==> src/rtl/bus_read_unpacker_pkg.sv <==
// Shared FSM encoding and sizing helper for the bus read unpacker.
package bus_read_unpacker_pkg;

   typedef enum logic [1:0] {
      ST_IDLE  = 2'd0,
      ST_RUN   = 2'd1,
      ST_FLUSH = 2'd2,
      ST_DONE  = 2'd3
   } unpack_state_t;

   // Ceiling log2; C_LOG_2(1) = 0.
   function automatic int C_LOG_2(input int value);
      int r;
      r = 0;
      for (int i = 0; i < 31; i++) begin
         if ((1 << i) < value) r = i + 1;
      end
      return r;
   endfunction

endpackage

==> src/rtl/bus_read_pack_reg.sv <==
// Word assembly register plus valid/ready output stage for the bus read unpacker.
// BUS_RD_UNPACK_ZEROPAD_EN: assembly slots are zeroed on every packet transfer.
module bus_read_pack_reg #(
   parameter int DATA_LEN  = 16,
   parameter int NUM_WORDS = 4,
   parameter int IDX_W     = 2
)(
   input  logic                          clk,
   input  logic                          rstn,
   input  logic                          clr,
   input  logic                          wr_en,
   input  logic [IDX_W-1:0]              wr_idx,
   input  logic [DATA_LEN-1:0]           wr_data,
   input  logic                          xfer_req,
   input  logic                          xfer_last,
   output logic                          xfer_ok,
   output logic [NUM_WORDS*DATA_LEN-1:0] out_data,
   output logic                          out_valid,
   output logic                          out_last,
   input  logic                          out_ready
);

   logic [DATA_LEN-1:0] asm_q [NUM_WORDS];
   logic [DATA_LEN-1:0] out_q [NUM_WORDS];
   logic                xfer;

   assign xfer_ok = ~out_valid | out_ready;
   assign xfer    = xfer_req & xfer_ok;

   always_ff @(posedge clk or negedge rstn) begin
      if (!rstn) begin
         asm_q <= '{default: '0};
      end else begin
`ifdef BUS_RD_UNPACK_ZEROPAD_EN
         if (clr || xfer) asm_q <= '{default: '0};
`endif
         if (wr_en && !clr) asm_q[wr_idx] <= wr_data;
      end
   end

   // Output register only reloads when empty or being accepted, so data is stable under stall.
   always_ff @(posedge clk or negedge rstn) begin
      if (!rstn) begin
         out_q     <= '{default: '0};
         out_valid <= 1'b0;
         out_last  <= 1'b0;
      end else if (clr) begin
         out_valid <= 1'b0;
         out_last  <= 1'b0;
      end else if (xfer) begin
         out_q     <= asm_q;
         out_valid <= 1'b1;
         out_last  <= xfer_last;
      end else if (out_ready) begin
         out_valid <= 1'b0;
         out_last  <= 1'b0;
      end
   end

   for (genvar k = 0; k < NUM_WORDS; k++) begin : g_out
      assign out_data[k*DATA_LEN +: DATA_LEN] = out_q[k];
   end

endmodule

==> src/rtl/bus_read_unpacker.sv <==
// Pops words from the bus read FIFO and packs NUM_WORDS of them per output beat.
// BUS_RD_UNPACK_ZEROPAD_EN: unfilled slots of a partial final packet read as zero.
//
// state | meaning
// IDLE  | waiting for start; counters cleared
// RUN   | popping and assembling words, full packets handed to output stage
// FLUSH | all words landed, partial packet pending / last packet awaiting accept
// DONE  | one-cycle done pulse, back to IDLE
module bus_read_unpacker
   import bus_read_unpacker_pkg::*;
#(
   parameter int DATA_LEN  = 16,
   parameter int NUM_WORDS = 4,
   parameter int LEN_W     = 16,
   parameter int CNT_W     = C_LOG_2(NUM_WORDS) + 1
)(
   input  logic                          clk,
   input  logic                          rstn,
   input  logic                          start,
   input  logic [LEN_W-1:0]              len_words,
   input  logic                          abort,
   output logic                          busy,
   output logic                          done,
   output logic                          fifo_rd_en,
   input  logic [DATA_LEN-1:0]           fifo_rd_data,
   input  logic                          fifo_empty_w,
   output logic [NUM_WORDS*DATA_LEN-1:0] out_data,
   output logic                          out_valid,
   input  logic                          out_ready,
   output logic                          out_last
);

   localparam int               IDX_W     = C_LOG_2(NUM_WORDS);
   localparam logic [CNT_W-1:0] FILL_FULL = CNT_W'(NUM_WORDS);
   localparam logic [CNT_W:0]   OCC_FULL  = (CNT_W+1)'(NUM_WORDS);

   unpack_state_t    state, state_nxt;
   logic [LEN_W-1:0] len_q, popped, landed;
   logic [CNT_W-1:0] fill;
   logic [CNT_W:0]   occ;
   logic             inflight;
   logic             all_landed, xfer_req, xfer_ok, xfer_last, last_accept;

   // Slots already filled plus the word still on its way from the FIFO.
   assign occ         = {1'b0, fill} + {{CNT_W{1'b0}}, inflight};
   assign all_landed  = (landed == len_q);
   assign fifo_rd_en  = (state == ST_RUN) & ~abort & ~fifo_empty_w &
                        (popped < len_q) & (occ < OCC_FULL);
   assign xfer_req    = ~abort & (((state == ST_RUN) & (fill == FILL_FULL)) |
                                  ((state == ST_FLUSH) & (fill != '0)));
   assign xfer_last   = (state == ST_FLUSH) | all_landed;
   assign last_accept = out_valid & out_ready & out_last;
   assign busy        = (state != ST_IDLE);
   assign done        = (state == ST_DONE);

   always_ff @(posedge clk or negedge rstn) begin
      if (!rstn) state <= ST_IDLE;
      else       state <= state_nxt;
   end

   always_comb begin
      state_nxt = state;
      case (state)
         ST_IDLE:  if (start) state_nxt = (len_words == '0) ? ST_DONE : ST_RUN;
         ST_RUN: begin
            if (last_accept)                           state_nxt = ST_DONE;
            else if (all_landed && fill != FILL_FULL)  state_nxt = ST_FLUSH;
         end
         ST_FLUSH: if (last_accept) state_nxt = ST_DONE;
         ST_DONE:  state_nxt = ST_IDLE;
         default:  state_nxt = ST_IDLE;
      endcase
      if (abort) state_nxt = ST_IDLE;
   end

   always_ff @(posedge clk or negedge rstn) begin
      if (!rstn) begin
         len_q    <= '0;
         popped   <= '0;
         landed   <= '0;
         fill     <= '0;
         inflight <= 1'b0;
      end else if (abort) begin
         popped   <= '0;
         landed   <= '0;
         fill     <= '0;
         inflight <= 1'b0;
      end else if (state == ST_IDLE) begin
         popped   <= '0;
         landed   <= '0;
         fill     <= '0;
         inflight <= 1'b0;
         if (start) len_q <= len_words;
      end else begin
         inflight <= fifo_rd_en;
         if (fifo_rd_en) popped <= popped + LEN_W'(1);
         if (inflight)   landed <= landed + LEN_W'(1);
         if (xfer_req && xfer_ok) fill <= '0;
         else if (inflight)       fill <= fill + CNT_W'(1);
      end
   end

   bus_read_pack_reg #(
      .DATA_LEN  (DATA_LEN),
      .NUM_WORDS (NUM_WORDS),
      .IDX_W     (IDX_W)
   ) u_pack_reg (
      .clk       (clk),
      .rstn      (rstn),
      .clr       (abort),
      .wr_en     (inflight & ~abort),
      .wr_idx    (fill[IDX_W-1:0]),
      .wr_data   (fifo_rd_data),
      .xfer_req  (xfer_req),
      .xfer_last (xfer_last),
      .xfer_ok   (xfer_ok),
      .out_data  (out_data),
      .out_valid (out_valid),
      .out_last  (out_last),
      .out_ready (out_ready)
   );

endmodule

==> config.mk <==
export PLATFORM = sky130hd
export DESIGN_NAME = bus_read_unpacker
export DESIGN_NICKNAME = d
export VERILOG_FILES = /design/src/rtl/bus_read_unpacker_pkg.sv /design/src/rtl/bus_read_pack_reg.sv /design/src/rtl/bus_read_unpacker.sv
export SDC_FILE = /design/constraint.sdc
export NUM_CORES = 1
export LEC_CHECK = 0
export CAP_MARGIN = 20
export CELL_PAD_IN_SITES_DETAIL_PLACEMENT = 0
export CELL_PAD_IN_SITES_GLOBAL_PLACEMENT = 1
export CORE_MARGIN = 3
export CORE_UTILIZATION = 35
export CTS_CLUSTER_SIZE = 16
export DETAILED_ROUTE_END_ITERATION = 8
export HOLD_SLACK_MARGIN = 0.15
export PLACE_DENSITY = 0.78
export REMOVE_ABC_BUFFERS = 1
export SYNTH_ARGS = -nofsm -noshare
export SYNTH_HDL_FRONTEND = slang
export SYNTH_SLANG_ARGS = --single-unit
export TNS_END_PERCENT = 100
==> constraint.sdc <==
create_clock -name clk -period 2.8 [get_ports clk]
set_input_delay 0.7 -clock clk [delete_from_list [all_inputs] [get_ports clk]]
set_output_delay 0.7 -clock clk [all_outputs]
set_load 0.05 [all_outputs]
# Word level (Yosys, flattened, before mapping)
# Index checks and enable logic that the tools add are counted.
[word_totals] register_bits=184 latchBits=0 ram_bits=0 romBits=0 in_bits=38 out_inout_bits=69 memories=0
[classes] add_sub_neg=4 multipliers=0 div_mod_pow=0 magnitude_cmp=4 eq_ne=9 shifts=0 muxes=27 bitwise_logic=18 n_reduce_logical=16
[ops] op="2-to-1 mux 16 bit" count=7
[ops] op="bitwise mux 64 bit" count=1
[ops] op="adder 16 x 1 -> 16 bit, second input constant" count=2
[ops] op="demux 16 bit (select 2 bit)" count=1
[ops] op="equality test 16 bit" count=1
[ops] op="zero test 16 bit" count=1
[ops] op="< comparator 16 bit" count=1
[ops] op="2-to-1 mux 2 bit" count=6
[ops] op="2-to-1 mux 3 bit" count=4
[ops] op="nonzero test 3 bit" count=4
[ops] op="bitwise AND 1 bit" count=11
[ops] op="!= test 3 bit, second input constant" count=3
[ops] op="one-hot mux 2 bit (4 select lines)" count=1
[ops] op="2-to-1 mux 1 bit" count=7
[ops] op="AND reduction 3 bit" count=2
[ops] op="adder 3 x 1 -> 4 bit" count=1
[ops] op="equality test 2 bit, second input constant" count=2
[ops] op="logical AND 1 bit" count=4
[ops] op="< comparator 4 x 3 -> 1 bit, second input constant" count=1
[ops] op="!= test 4 x 3 -> 1 bit, second input constant" count=1
[ops] op="nonzero test 4 bit" count=1
[ops] op="adder 3 x 1 -> 3 bit, second input constant" count=1
[ops] op="equality test 3 bit, second input constant" count=1
[ops] op="greater-or-equal comparator 3 bit, second input constant" count=1
[ops] op="9 further kinds" count=13

# Logic depth before layout (Yosys ltp)
# Gate-level depths: netlist of the first run.
[depth] depth_word=8 mapped_depth=10 depth_no_buf=9

# Cells and area by module
# Synthesis of the first run repeated with hierarchy kept, for this count alone.
[unflattened] cells_unflattened=617 area_unflattened_um2=8157.8
[modules_own_cells] module="bus_read_pack_reg" instances=1 cells_each=283 area_each_um2=4918.5 seq_area_each_um2=3253.1
[modules_own_cells] module="bus_read_unpacker" instances=1 cells_each=334 area_each_um2=3239.4 seq_area_each_um2=1351.3

# Least setup slack after synthesis of the first run
# OpenSTA, ideal clock, no wires.
[synth_path] kind="register to output" from="reg len_q[14]" to="out fifo_rd_en" arrival_ns=2.058 required_ns=2.100 path_slack_ns=0.042 path_stages_with_launch=9 cell_sequence="dfrtp_1 > inv_1 > ha_1 > nand4_1 > or3_1 > or4_4 > nand3_4 > buf_8 > inv_4"
[synth_via] elab_chain_cells=3
[synth_lines] element="start: declaration" line_no="bus_read_unpacker.sv:38" text="logic [LEN_W-1:0] len_q, popped, landed;"
[synth_lines] element="start signal: assignment" line_no="bus_read_unpacker.sv:93" text="if (start) len_q <= len_words;"
[synth_lines] element="< comparator 16 bit" line_no="bus_read_unpacker.sv:48" text="(popped < len_q) & (occ < OCC_FULL);"
[synth_lines] element="bitwise AND 1 bit" line_no="bus_read_unpacker.sv:47" text="assign fifo_rd_en = (state == ST_RUN) & ~abort & ~fifo_empty_w &"
[synth_lines] element="bitwise AND 1 bit" line_no="bus_read_unpacker.sv:48"
[synth_lines] element="end: declaration" line_no="bus_read_unpacker.sv:24" text="output logic fifo_rd_en,"
# No other way between the ends.

# Worst setup path in the final report of the first run
[layout_path] from="reg popped[14]" to="out fifo_rd_en"
[layout_via] elab_chain_cells=3
[layout_lines] element="start: declaration" line_no="bus_read_unpacker.sv:38"
[layout_lines] element="start signal: assignment" line_no="bus_read_unpacker.sv:96" text="if (fifo_rd_en) popped <= popped + LEN_W'(1);"
[layout_lines] element="< comparator 16 bit" line_no="bus_read_unpacker.sv:48"
[layout_lines] element="bitwise AND 1 bit" line_no="bus_read_unpacker.sv:47"
[layout_lines] element="bitwise AND 1 bit" line_no="bus_read_unpacker.sv:48"
# No other way between the ends.

==> results.toml, run 1 <==
[cells_and_area]
design.final.nets = 822
diodes = 0
post_route_cells_drive_above_1_share = 0.307
synthesis_to_finish_area_growth_pct = 29.3
finished_core_util = 0.468
final_cell_area_um2 = 10400

[timing]
period_minus_slack_ns = 3.05
final-setup-viol-count = 1
final_cycle_utilization_of_the_critical_path = 1.09
worst_pin_slew_ns = 0.665
final-max-slew-violation-count = 0
rsz_0062_raised_after_global_routing = "true"
report.final.hold_viol_count = 0
fin_skew_ns = 0.0144
clock.fmax_mhz = 328
final.setup.worst_slack_ns = -0.253
maxSlewHeadroom = 0.552

[synthesis]
netlist.area_leader.share = 0.572
synthDistinctLibCells = 44
synth_commonest_cells = "184 x sky130_fd_sc_hd__dfrtp_1, 144 x sky130_fd_sc_hd__mux2_2, 30 x sky130_fd_sc_hd__xor2_1, 26 x sky130_fd_sc_hd__nor2_1, 25 x sky130_fd_sc_hd__ha_1"
yosysWarnings = 0
synthesis.area_per_instance_um2 = 13.2
synth_top_area_cells = "sky130_fd_sc_hd__dfrtp_1 57%, sky130_fd_sc_hd__mux2_2 20%, sky130_fd_sc_hd__ha_1 3.9%"
synth_edf_count = 0
asyncSetResetFlopFracSynth = 1.00
synth_most_common_cell = "sky130_fd_sc_hd__dfrtp_1"
synth_seq_cells = 184
mappedNetlistArea_um2 = 8050
syn_inst = 611
synth_top_area_cell = "sky130_fd_sc_hd__dfrtp_1"
synth_sequential_area_ratio = 0.572
synth-main-ff-cell = "sky130_fd_sc_hd__dfrtp_1"

[pwr]
power_frac_comb = 0.174
p_switching_uw = 1950
seq_power_share = 0.463
p_clk_frac = 0.363
powerDensity_nw_per_um2 = 635
leakage_uw = 0.00494
swShare = 0.295
power.ir.vdd_worst_mv = 0.386
p_int_uw = 4660

[clock_tree]
clock_transition_time_at_the_flip_flop_clock_pins_of_the_worst_setup_and_hold_paths_ns = 0.07
total_cts_buffers = 17
cts.sink_count = 184
ctsHtreeMaxLevel = 4
clk-insertion-delay-late_ns = 0.44
clock-root-buffer = "sky130_fd_sc_hd__clkbuf_16"
clk_path_buf_depth = 2
tritoncts = "built"

[floorplan]
initial_core_util = 0.362
number_of_standard_cell_rows_in_the_floorplan = 54
fp.coreArea_um2 = 22200
dieArea_um2 = 24900
ios = 107
fp.dieW_um = 158
dieHeight_um = 158

[worst_hold_path]
hold_path.class = "in2async"

[drt]
drc = 0
via_count = 5200
detail_route.vias_per_cell = 4.95
route.antenna.remaining_nets = 0
drt-pass1-iter-count = 4
route.detailed.wl_per_inst_um = 17.4
totalWireLength_um = 18300
initialDrtViolationCount = 277

[critical_path]
crit_required_ns = 2.10
cp_data_arrival_time_ns = 2.35
setup.worst_path.start_class = "register"
worstSetupEndpointType = "output pin"
timing.setup.critical_path_class = "reg2out"
critical_path_peak_fanout = 2

[global_routing]
grt_remaining_overflow = 0
antenna_violations_before_repair = 1
first_pass_grt_wire_length_um = 30000
groute.usage.overall = 0.155
grt_pass1_vias = 5447
grt_start_max_net_pins = 51

[flow_run]
drv_cap = 0

[placed_design]
buffer_ports.inserted = 106
dpl.hpwl_um = 12600
routabilityCongestion = 0.787
detailed_place.area_um2 = 9720

[status]
outcome = "complete, but fails checks"
violations_in_the_final_reports = "setup timing"
## critical path: stages (launching register included)
cell and delay, ns:
sky130_fd_sc_hd__dfrtp_1 0.39, sky130_fd_sc_hd__ha_1 0.31, sky130_fd_sc_hd__nand4_1 0.14, sky130_fd_sc_hd__or3_4 0.36, sky130_fd_sc_hd__or4_4 0.45, sky130_fd_sc_hd__nand3_4 0.10, sky130_fd_sc_hd__inv_4 0.04, sky130_fd_sc_hd__buf_12 0.14
## cells by family after synthesis
family	after synthesis	share of synthesized area
fa+ha+maj	25	0.0389
buf+inv	48	0.0266
mux	149	0.208
xor+xnor	35	0.0381
simple gates	124	0.0822
flops	184	0.572
compound gates	46	0.0347
## routing by layer
layer,global-route usage,vias to the layer above,wire length [um]
met1,0.208,2611,8360
li1,-,2452,-
met5,0,-,13
met2,0.230,111,8100
met4,0.0405,2,241
met3,0.0697,24,1550
## final cells by class
cell class | count | area, um^2
Clock buffer | 17 | 425
Clock inverter | 14 | 151
Timing Repair Buffer | 154 | 1510
Sequential cell | 184 | 4610
Fill cell | 2016 | 11800
Inverter | 23 | 88.8
Tap cell | 280 | 350
Multi-Input combinational cell | 379 | 3280
## what timing repair did
item                                    CTS  global route
endpoints found under the hold margin     0             0
buffers inserted                          8             4
gates resized for setup                   4             2
pin swaps                                 6             1
cloned                                    0             0
endpoints found under the setup margin    1             6
hold buffers                              0             0
## power by group through the flow
stage	logic [uW]	clock network, uW	registers [uW]
6_report	1150	2400	3060
5_1_grt	1280	2580	3080
4_1_cts	1130	2470	3060
3_5_place_dp	1080	0	3110
3_3_place_gp	1060	0	3100
2_1_floorplan	642	0	3060
## stage by stage
stage | total power [uW] | hold slack, ns | TNS, ns | instances | setup WS [ns]
after floorplan | 3700 | 0.404 | -97.17 | 586 | -1.48
after global placement | 4160 | 0.482 | -2.05 | 1010 | -0.229
after detailed placement | 4190 | 0.487 | -2.02 | 1010 | -0.213
after CTS | 6660 | 0.218 | -0.284 | 1047 | -0.284
after global routing | 6950 | 0.229 | -0.356 | 1051 | -0.356
final | 6600 | 0.215 | -0.253 | 1051 | -0.253
## flip-flops by register name, summed over array words and instances, names as in the netlist
name,flops
u_pack_reg.out_valid,1
fill,3
u_pack_reg.out_last,1
len_q,16
inflight,1
state,2
u_pack_reg.out_data,64
landed,16
u_pack_reg.asm_q,64
popped,16
## cells in the final DEF, fill, tap and decap left out, types with 2 or more instances in the layout
cell type                         Yosys  final
sky130_fd_sc_hd__inv_1               22     21
sky130_fd_sc_hd__mux2i_1              5      5
sky130_fd_sc_hd__ha_1                25     23
sky130_fd_sc_hd__nor3_1               2      2
sky130_fd_sc_hd__o21ai_1             10     10
sky130_fd_sc_hd__mux2_2             144    144
sky130_fd_sc_hd__and4_1               5      5
sky130_fd_sc_hd__and2_1               4      4
sky130_fd_sc_hd__nor2_1              26     25
sky130_fd_sc_hd__clkinv_8             0      2
sky130_fd_sc_hd__clkinv_4             0      2
sky130_fd_sc_hd__buf_4                0     43
sky130_fd_sc_hd__xor2_1              30     30
sky130_fd_sc_hd__o21a_1               3      3
sky130_fd_sc_hd__nand2_1             22     22
sky130_fd_sc_hd__nand2b_1             4      4
sky130_fd_sc_hd__and3_1               9      9
sky130_fd_sc_hd__nand4_1              8      8
sky130_fd_sc_hd__inv_6                0      2
sky130_fd_sc_hd__inv_8                0      7
sky130_fd_sc_hd__a21oi_1             20     20
sky130_fd_sc_hd__xnor2_1              5      5
sky130_fd_sc_hd__nor2b_1              2      2
sky130_fd_sc_hd__a2111oi_0            2      2
sky130_fd_sc_hd__nand3_1             17     17
sky130_fd_sc_hd__buf_12               1      7
sky130_fd_sc_hd__or3_1               12     11
sky130_fd_sc_hd__clkbuf_16            0     17
sky130_fd_sc_hd__dfrtp_1            184    183
sky130_fd_sc_hd__ha_4                 0      2
sky130_fd_sc_hd__nor4_1               9      9
sky130_fd_sc_hd__clkdlybuf4s50_1      0    103
## final timing paths
kind,start,end,slack [ns],cells past startpoint
worst max register to register,len_q[14]$_DFFE_PN0P_,popped[10]$_DFFE_PN0P_,0.20,13
min in group clk,u_pack_reg.asm_q[39]$_DFFE_PN0P_,u_pack_reg.out_data[23]$_DFFE_PN0P_,0.50,1
max in group asynchronous,rstn,u_pack_reg.out_data[22]$_DFFE_PN0P_,1.95,2
worst max-delay path,popped[14]$_DFFE_PN0P_,fifo_rd_en,-0.25,7
worst min-delay path,rstn,landed[8]$_DFFE_PN0P_,0.21,1
worst min register to register,u_pack_reg.asm_q[39]$_DFFE_PN0P_,u_pack_reg.out_data[23]$_DFFE_PN0P_,0.50,1
Power figures use the tool's default switching activity.
==> run 2: changes to the inputs <==
Settings changed: TNS_END_PERCENT 100 to unset.
==> results of run 2 <==
Same layout as run 1: the final DEF is identical, and so are final timing and power.
